## src/rtl/riscv_pkg.sv

```systemverilog
// Shared RV32I decode constants, immediate-type encoding and decode helpers.
package riscv_pkg;

    localparam int unsigned XLEN       = 32;
    localparam int unsigned REG_ADDR_W = 5;
    localparam int unsigned NUM_REGS   = 32;
    localparam int unsigned OPCODE_W   = 7;

    localparam logic [OPCODE_W-1:0] OPC_LUI    = 7'b0110111;
    localparam logic [OPCODE_W-1:0] OPC_AUIPC  = 7'b0010111;
    localparam logic [OPCODE_W-1:0] OPC_JAL    = 7'b1101111;
    localparam logic [OPCODE_W-1:0] OPC_JALR   = 7'b1100111;
    localparam logic [OPCODE_W-1:0] OPC_BRANCH = 7'b1100011;
    localparam logic [OPCODE_W-1:0] OPC_LOAD   = 7'b0000011;
    localparam logic [OPCODE_W-1:0] OPC_STORE  = 7'b0100011;
    localparam logic [OPCODE_W-1:0] OPC_OP_IMM = 7'b0010011;
    localparam logic [OPCODE_W-1:0] OPC_OP     = 7'b0110011;

    typedef enum logic [2:0] {
        IMM_NONE,
        IMM_I,
        IMM_S,
        IMM_B,
        IMM_U,
        IMM_J
    } imm_type_e;

    // Registered decode result handed to the execute stage.
    typedef struct packed {
        logic                  valid;
        logic [XLEN-1:0]       rs1;
        logic [XLEN-1:0]       rs2;
        logic [XLEN-1:0]       imm;
        logic [REG_ADDR_W-1:0] rd;
        logic [OPCODE_W-1:0]   opcode;
        logic [2:0]            funct3;
        logic                  funct7b5;
        logic                  we;
        logic                  illegal;
    } id_ex_t;

    // Immediate format per opcode; unsupported opcodes map to IMM_NONE.
    function automatic imm_type_e imm_type(input logic [OPCODE_W-1:0] opc);
        case (opc)
            OPC_LUI, OPC_AUIPC:            return IMM_U;
            OPC_JAL:                       return IMM_J;
            OPC_JALR, OPC_LOAD, OPC_OP_IMM: return IMM_I;
            OPC_BRANCH:                    return IMM_B;
            OPC_STORE:                     return IMM_S;
            default:                       return IMM_NONE;
        endcase
    endfunction

    function automatic logic is_supported(input logic [OPCODE_W-1:0] opc);
        case (opc)
            OPC_LUI, OPC_AUIPC, OPC_JAL, OPC_JALR, OPC_BRANCH,
            OPC_LOAD, OPC_STORE, OPC_OP_IMM, OPC_OP: return 1'b1;
            default:                                 return 1'b0;
        endcase
    endfunction

    // Opcodes that produce a result for rd (rd!=0 is checked by the caller).
    function automatic logic writes_rd(input logic [OPCODE_W-1:0] opc);
        case (opc)
            OPC_LUI, OPC_AUIPC, OPC_JAL, OPC_JALR,
            OPC_LOAD, OPC_OP_IMM, OPC_OP: return 1'b1;
            default:                      return 1'b0;
        endcase
    endfunction

    function automatic logic [XLEN-1:0] gen_imm(input logic [XLEN-1:0] i, input imm_type_e t);
        case (t)
            IMM_I:   return {{20{i[31]}}, i[31:20]};
            IMM_S:   return {{20{i[31]}}, i[31:25], i[11:7]};
            IMM_B:   return {{19{i[31]}}, i[31], i[7], i[30:25], i[11:8], 1'b0};
            IMM_U:   return {i[31:12], 12'b0};
            IMM_J:   return {{11{i[31]}}, i[31], i[19:12], i[20], i[30:21], 1'b0};
            default: return '0;
        endcase
    endfunction

endpackage

```

## src/rtl/id_stage_if.sv

```systemverilog
// Decode-stage bus: fetched instruction and writeback port in, execute payload out.
// master: fetch/writeback/execute side; slave: id_stage.
interface id_stage_if;
    import riscv_pkg::*;

    logic [XLEN-1:0]       if_id;
    logic                  wb_en;
    logic [REG_ADDR_W-1:0] wb_rd;
    logic [XLEN-1:0]       wb_data;

    logic                  id_ex_valid;
    logic [XLEN-1:0]       id_ex_rs1;
    logic [XLEN-1:0]       id_ex_rs2;
    logic [XLEN-1:0]       id_ex_imm;
    logic [REG_ADDR_W-1:0] id_ex_rd;
    logic [OPCODE_W-1:0]   id_ex_opcode;
    logic [2:0]            id_ex_funct3;
    logic                  id_ex_funct7b5;
    logic                  id_ex_we;
    logic                  id_ex_illegal;

    modport master (
        output if_id, wb_en, wb_rd, wb_data,
        input  id_ex_valid, id_ex_rs1, id_ex_rs2, id_ex_imm, id_ex_rd,
               id_ex_opcode, id_ex_funct3, id_ex_funct7b5, id_ex_we, id_ex_illegal
    );

    modport slave (
        input  if_id, wb_en, wb_rd, wb_data,
        output id_ex_valid, id_ex_rs1, id_ex_rs2, id_ex_imm, id_ex_rd,
               id_ex_opcode, id_ex_funct3, id_ex_funct7b5, id_ex_we, id_ex_illegal
    );

endinterface

```

## src/rtl/regfile.sv

```systemverilog
// 32x32 integer register file with hardwired x0 and write-to-read bypass.
// Ports: clk, res_n (sync, active-high), write port wb_*, two async read ports.
module regfile
    import riscv_pkg::*;
(
    input  logic                  clk,
    input  logic                  res_n,
    input  logic                  wb_en,
    input  logic [REG_ADDR_W-1:0] wb_rd,
    input  logic [XLEN-1:0]       wb_data,
    input  logic [REG_ADDR_W-1:0] rs1_addr,
    input  logic [REG_ADDR_W-1:0] rs2_addr,
    output logic [XLEN-1:0]       rs1_data,
    output logic [XLEN-1:0]       rs2_data
);

    logic [XLEN-1:0] regs [NUM_REGS];

    // Storage update; reset wins over a coincident write.
    always_ff @(posedge clk) begin
        if (res_n) begin
            for (int i = 0; i < int'(NUM_REGS); i++) begin
                regs[i] <= '0;
            end
        end else if (wb_en && (wb_rd != '0)) begin
            regs[wb_rd] <= wb_data;
        end
    end

    // Reads see a same-cycle writeback so decode never picks up a stale value.
    always_comb begin
        rs1_data = '0;
        rs2_data = '0;
        if (rs1_addr != '0) begin
            rs1_data = (wb_en && (wb_rd == rs1_addr)) ? wb_data : regs[rs1_addr];
        end
        if (rs2_addr != '0) begin
            rs2_data = (wb_en && (wb_rd == rs2_addr)) ? wb_data : regs[rs2_addr];
        end
    end

endmodule

```

## src/rtl/id_stage.sv

```systemverilog
// RV32I instruction decode stage: register read, immediate generation, 1-cycle
// registered payload to execute. Ports: clk, res_n (sync, active-high), bus (slave).
module id_stage
    import riscv_pkg::*;
(
    input  logic       clk,
    input  logic       res_n,
    id_stage_if.slave  bus
);

    logic [XLEN-1:0] rs1_data;
    logic [XLEN-1:0] rs2_data;
    id_ex_t          nxt;
    id_ex_t          q;

    regfile u_regfile (
        .clk      (clk),
        .res_n    (res_n),
        .wb_en    (bus.wb_en),
        .wb_rd    (bus.wb_rd),
        .wb_data  (bus.wb_data),
        .rs1_addr (bus.if_id[19:15]),
        .rs2_addr (bus.if_id[24:20]),
        .rs1_data (rs1_data),
        .rs2_data (rs2_data)
    );

    // Decode; an all-zero word is a pipeline bubble and leaves everything cleared.
    always_comb begin
        nxt = '0;
        if (bus.if_id != '0) begin
            nxt.valid    = 1'b1;
            nxt.rs1      = rs1_data;
            nxt.rs2      = rs2_data;
            nxt.rd       = bus.if_id[11:7];
            nxt.opcode   = bus.if_id[6:0];
            nxt.funct3   = bus.if_id[14:12];
            nxt.funct7b5 = bus.if_id[30];
            if (is_supported(bus.if_id[6:0])) begin
                nxt.imm = gen_imm(bus.if_id, imm_type(bus.if_id[6:0]));
                nxt.we  = writes_rd(bus.if_id[6:0]) && (bus.if_id[11:7] != '0);
            end else begin
                nxt.illegal = 1'b1;
            end
        end
    end

    // ID/EX pipeline register.
    always_ff @(posedge clk) begin
        if (res_n) begin
            q <= '0;
        end else begin
            q <= nxt;
        end
    end

    assign bus.id_ex_valid    = q.valid;
    assign bus.id_ex_rs1      = q.rs1;
    assign bus.id_ex_rs2      = q.rs2;
    assign bus.id_ex_imm      = q.imm;
    assign bus.id_ex_rd       = q.rd;
    assign bus.id_ex_opcode   = q.opcode;
    assign bus.id_ex_funct3   = q.funct3;
    assign bus.id_ex_funct7b5 = q.funct7b5;
    assign bus.id_ex_we       = q.we;
    assign bus.id_ex_illegal  = q.illegal;

endmodule

```

## src/flat_wrapper.sv

```systemverilog
// flat-port wrapper written by rule: the top's interface ports become plain ports
module id_stage_flat import riscv_pkg::*;
  (clk, res_n, bus_if_id, bus_wb_en, bus_wb_rd, bus_wb_data, bus_id_ex_valid, bus_id_ex_rs1, bus_id_ex_rs2, bus_id_ex_imm, bus_id_ex_rd, bus_id_ex_opcode, bus_id_ex_funct3, bus_id_ex_funct7b5, bus_id_ex_we, bus_id_ex_illegal);
  id_stage_if bus_i ();
  input  logic clk;
  input  logic res_n;
  input wire logic [$bits(bus_i.if_id)-1:0] bus_if_id;
  input wire logic [$bits(bus_i.wb_en)-1:0] bus_wb_en;
  input wire logic [$bits(bus_i.wb_rd)-1:0] bus_wb_rd;
  input wire logic [$bits(bus_i.wb_data)-1:0] bus_wb_data;
  output wire logic [$bits(bus_i.id_ex_valid)-1:0] bus_id_ex_valid;
  output wire logic [$bits(bus_i.id_ex_rs1)-1:0] bus_id_ex_rs1;
  output wire logic [$bits(bus_i.id_ex_rs2)-1:0] bus_id_ex_rs2;
  output wire logic [$bits(bus_i.id_ex_imm)-1:0] bus_id_ex_imm;
  output wire logic [$bits(bus_i.id_ex_rd)-1:0] bus_id_ex_rd;
  output wire logic [$bits(bus_i.id_ex_opcode)-1:0] bus_id_ex_opcode;
  output wire logic [$bits(bus_i.id_ex_funct3)-1:0] bus_id_ex_funct3;
  output wire logic [$bits(bus_i.id_ex_funct7b5)-1:0] bus_id_ex_funct7b5;
  output wire logic [$bits(bus_i.id_ex_we)-1:0] bus_id_ex_we;
  output wire logic [$bits(bus_i.id_ex_illegal)-1:0] bus_id_ex_illegal;
  assign bus_i.if_id = bus_if_id;
  assign bus_i.wb_en = bus_wb_en;
  assign bus_i.wb_rd = bus_wb_rd;
  assign bus_i.wb_data = bus_wb_data;
  assign bus_id_ex_valid = bus_i.id_ex_valid;
  assign bus_id_ex_rs1 = bus_i.id_ex_rs1;
  assign bus_id_ex_rs2 = bus_i.id_ex_rs2;
  assign bus_id_ex_imm = bus_i.id_ex_imm;
  assign bus_id_ex_rd = bus_i.id_ex_rd;
  assign bus_id_ex_opcode = bus_i.id_ex_opcode;
  assign bus_id_ex_funct3 = bus_i.id_ex_funct3;
  assign bus_id_ex_funct7b5 = bus_i.id_ex_funct7b5;
  assign bus_id_ex_we = bus_i.id_ex_we;
  assign bus_id_ex_illegal = bus_i.id_ex_illegal;
  id_stage u_core (.clk(clk), .res_n(res_n), .bus(bus_i));
endmodule
```

## config.mk

```make
export PLATFORM = sky130hd
export DESIGN_NAME = id_stage_flat
export DESIGN_NICKNAME = d
export VERILOG_FILES = /design/src/rtl/riscv_pkg.sv /design/src/rtl/id_stage_if.sv /design/src/rtl/regfile.sv /design/src/rtl/id_stage.sv /design/src/flat_wrapper.sv
export SDC_FILE = /design/constraint.sdc
export NUM_CORES = 2
export LEC_CHECK = 0
export CAP_MARGIN = 5
export CORE_ASPECT_RATIO = 1.25
export CORE_MARGIN = 2
export CORE_UTILIZATION = 45
export DETAILED_ROUTE_END_ITERATION = 7
export PLACE_DENSITY_LB_ADDON = 0.12
export SLEW_MARGIN = 20
export SYNTH_ARGS = -nofsm -noshare
export SYNTH_HDL_FRONTEND = slang
export SYNTH_SLANG_ARGS = --single-unit
```

## constraint.sdc

```tcl
create_clock -name clk -period 4.2 [get_ports clk]
set_input_delay 0.84 -clock clk [delete_from_list [all_inputs] [get_ports clk]]
set_output_delay 0.84 -clock clk [all_outputs]
set_load 0.01 [all_outputs]
```

==> metrics <==
status complete, no violations; Final WS setup 1132 ps; synthesis-to-layout area growth 15.69%; DP HPWL 124.8 mm; post-DR wirelength/cell 33.63 µm; Crit Path Class in2reg; r2r endpoint u_core.bus.id_ex_rs1[11]; Comb power frac 0.122; slowest CP cell clkdlybuf4s50_1; Cell Rows 147; Avg Cell Area, Syn 14.08 µm²; vias 38,700; Synthesis Warnings 0; Post-Syn Area 58,510 µm²; Worst Path Required 4830 ps; largest net degree at the start of global routing 65; commonest cells after routing, fill and taps aside edfxtp_1 (1,024), and2_1 (1,007), mux2i_1 (432); pre-CTS WS 515.1 ps; post-CTS sizing 0; core box area 128,700 µm²; Clk pwr share 0.396; switching part of the total 0.2503; Worst IR Drop VDD 359.5 µV; first-pass GRT wire length 290.3 mm; Stages on worst setup path 7; CP startpoint kind input pin; R2R Path Start u_core.u_regfile.regs[30][11]; Cell Int Power 0.02070 W; Worst Hold Margin 458.0 ps; share of cells above drive strength 1 0.2045; Final period util 0.7306; Clock Path Buffers 3; fin nets 4,385; crit end category flop; Clock Latency Late Sink 760 ps; final setup fails 0; # port buffers 186; Starting DRT DRC Count 4,706; clock skew 24.54 ps; sequential area share after synthesis 0.5649; Post-Syn Instances 4,156; Worst-Margin Slew 1177 ps; Reg2Reg Depth 5; net switching power 0.006912 W; IO Pins 187; synth top area cells edfxtp_1 (53%), mux4_2 (12%), and2_1 (11%); final wirelength 206.2 mm; crit-path cells clkdlybuf4s50_1 -> or3_2 -> buf_4 -> o221ai_1 -> a211oi_1 -> a21oi_1 -> a22o_1; post-synthesis cell type count 57; max cap viols 0; largest area contributor in the netlist edfxtp_1; Max FO, Critical Path 12; share of Yosys cell area claimed by the top area cell type 0.5256; endpoints failing hold 0; DIE WIDTH 326.5 µm; CTS tree yes; post-route cell area 67,690 µm²; fraction of registers with async set/reset 0; number of synthesized flops with an enable pin 1,024; Reg clk slew, reported paths 60 ps; Placement Cell Area 63,700 µm²; Worst Hold Class in2reg; ANT nets after route 0; R2R Setup Slk 1880 ps; critical path data arrival time 3690 ps; Setup Buffers After CTS 0; Slew HR 0.2131; Starting Density 0.4544; Max Clock Freq 0.3259 GHz; H-tree levels 3; initial antenna violation count 10; PwrDens 407.9 nW/µm²; commonest non-fill, non-tap cell in the layout edfxtp_1; cts bufs inserted 118; DRC viols 0; crit path time final 3068 ps; grt ovf 0; critical path's largest stage delay 850 ps; die area 132,900 µm²; unrepaired setup endpoints after global routing false; Crit path buffers/inverters 2; GR Util All Layers 0.3067; clock sink count 1,139; hold-fix buffers at CTS 0; Max Slew Vio Count 0; sequential share of power 0.482; start point of the critical path bus_if_id[18]; first-pass iteration count of the detailed router 6; FF+latch count, synth 1,139; cell family with most CP delay compound AO/OA/AOI/OAI gates; CP endpoint u_core.bus.id_ex_rs1[11]; Avg Vias per Cell 6.310; ys flop type edfxtp_1; height of the chip 407.1 µm; number of global-route vias before repair 39,080; Leak 24.22 nW; routability cong. 0.8582; Root Driver clkbuf_16
## cell families after synthesis
family,after synthesis,synth area share
other cells,1,0.00006409
mux,768,0.2007
compound gates,553,0.06963
simple gates,1246,0.1273
flops,1139,0.5649
buf+inv,439,0.03591
xor+xnor,10,0.001497
## state kept, by name, indices dropped and copies added, names as in the netlist, 3 cells and up
| name | cells |
|---|---|
| u_core.bus.id_ex_opcode | 7 |
| u_core.bus.id_ex_funct3 | 3 |
| u_core.bus.id_ex_rd | 5 |
| u_core.bus.id_ex_rs1 | 32 |
| u_core.u_regfile.regs | 1024 |
| u_core.bus.id_ex_rs2 | 32 |
| u_core.bus.id_ex_imm | 32 |
## layout make-up
class | count | area (µm²)
Antenna cell | 4 | 10.01
Clock buffer | 164 | 3427
Clock inverter | 59 | 579.3
Fill cell | 10720 | 61060
Inverter | 2 | 7.507
Multi-Input combinational cell | 2609 | 24080
Sequential cell | 1139 | 33050
Tap cell | 1713 | 2143
Timing Repair Buffer | 443 | 4389
## layer usage
metal  share of wire  global-route usage
met5        0.000034                   0
met4           0.038              0.1174
met3           0.083             0.05249
met2            0.49              0.5097
met1            0.39              0.4020
## cell usage after synthesis, types with 31 or more instances
cell / number
a211oi_1: 83
a21oi_1: 81
a22o_1: 96
a22oi_1: 130
and2_1: 1009
buf_2: 64
buf_4: 36
buf_6: 31
clkbuf_1: 289
dfxtp_1: 115
edfxtp_1: 1024
mux2i_1: 432
mux4_2: 319
nand2_1: 92
nor2_1: 49
o21ai_0: 35
o221ai_1: 32
o22ai_1: 32
## worst min path at each step
stage,start,endpoint,cells past startpoint
6_report,res_n,u_core.bus.id_ex_opcode[4],2
2_1_floorplan,u_core.u_regfile.regs[18][23],u_core.bus.id_ex_rs2[23],5
4_1_cts,res_n,u_core.bus.id_ex_opcode[5],2
5_1_grt,res_n,u_core.bus.id_ex_opcode[4],2
3_5_place_dp,u_core.u_regfile.regs[14][18],u_core.bus.id_ex_rs1[18],5
3_3_place_gp,u_core.u_regfile.regs[15][18],u_core.bus.id_ex_rs1[18],5
## stage by stage
stage                 util  setup TNS [ps]  power, W  instances
floorplan                -          -50980   0.01534       4187
global placement    0.4947               0   0.01682       5905
detailed placement  0.4948               0   0.01686       5906
global route        0.5257               0   0.02829       6131
finish              0.5257               0   0.02761       6133
CTS                 0.5259               0   0.02766       6129
## worst reg2reg max path, cell delays in order, from the launching register on
cell and delay, ps:
edfxtp_1 390, mux4_2 520, a22o_1 250, a211oi_1 740
a21oi_1 80, a22o_1 220
## power by group through the flow
stage / clock [W] / sequential, W / combinational, W
2_1_floorplan: 0 / 0.0135 / 0.00186
3_3_place_gp: 0 / 0.0135 / 0.00332
3_5_place_dp: 0 / 0.0135 / 0.00333
4_1_cts: 0.0110 / 0.0133 / 0.00333
5_1_grt: 0.0114 / 0.0134 / 0.00349
6_report: 0.0109 / 0.0133 / 0.00337
Power figures use the tool's default switching activity.
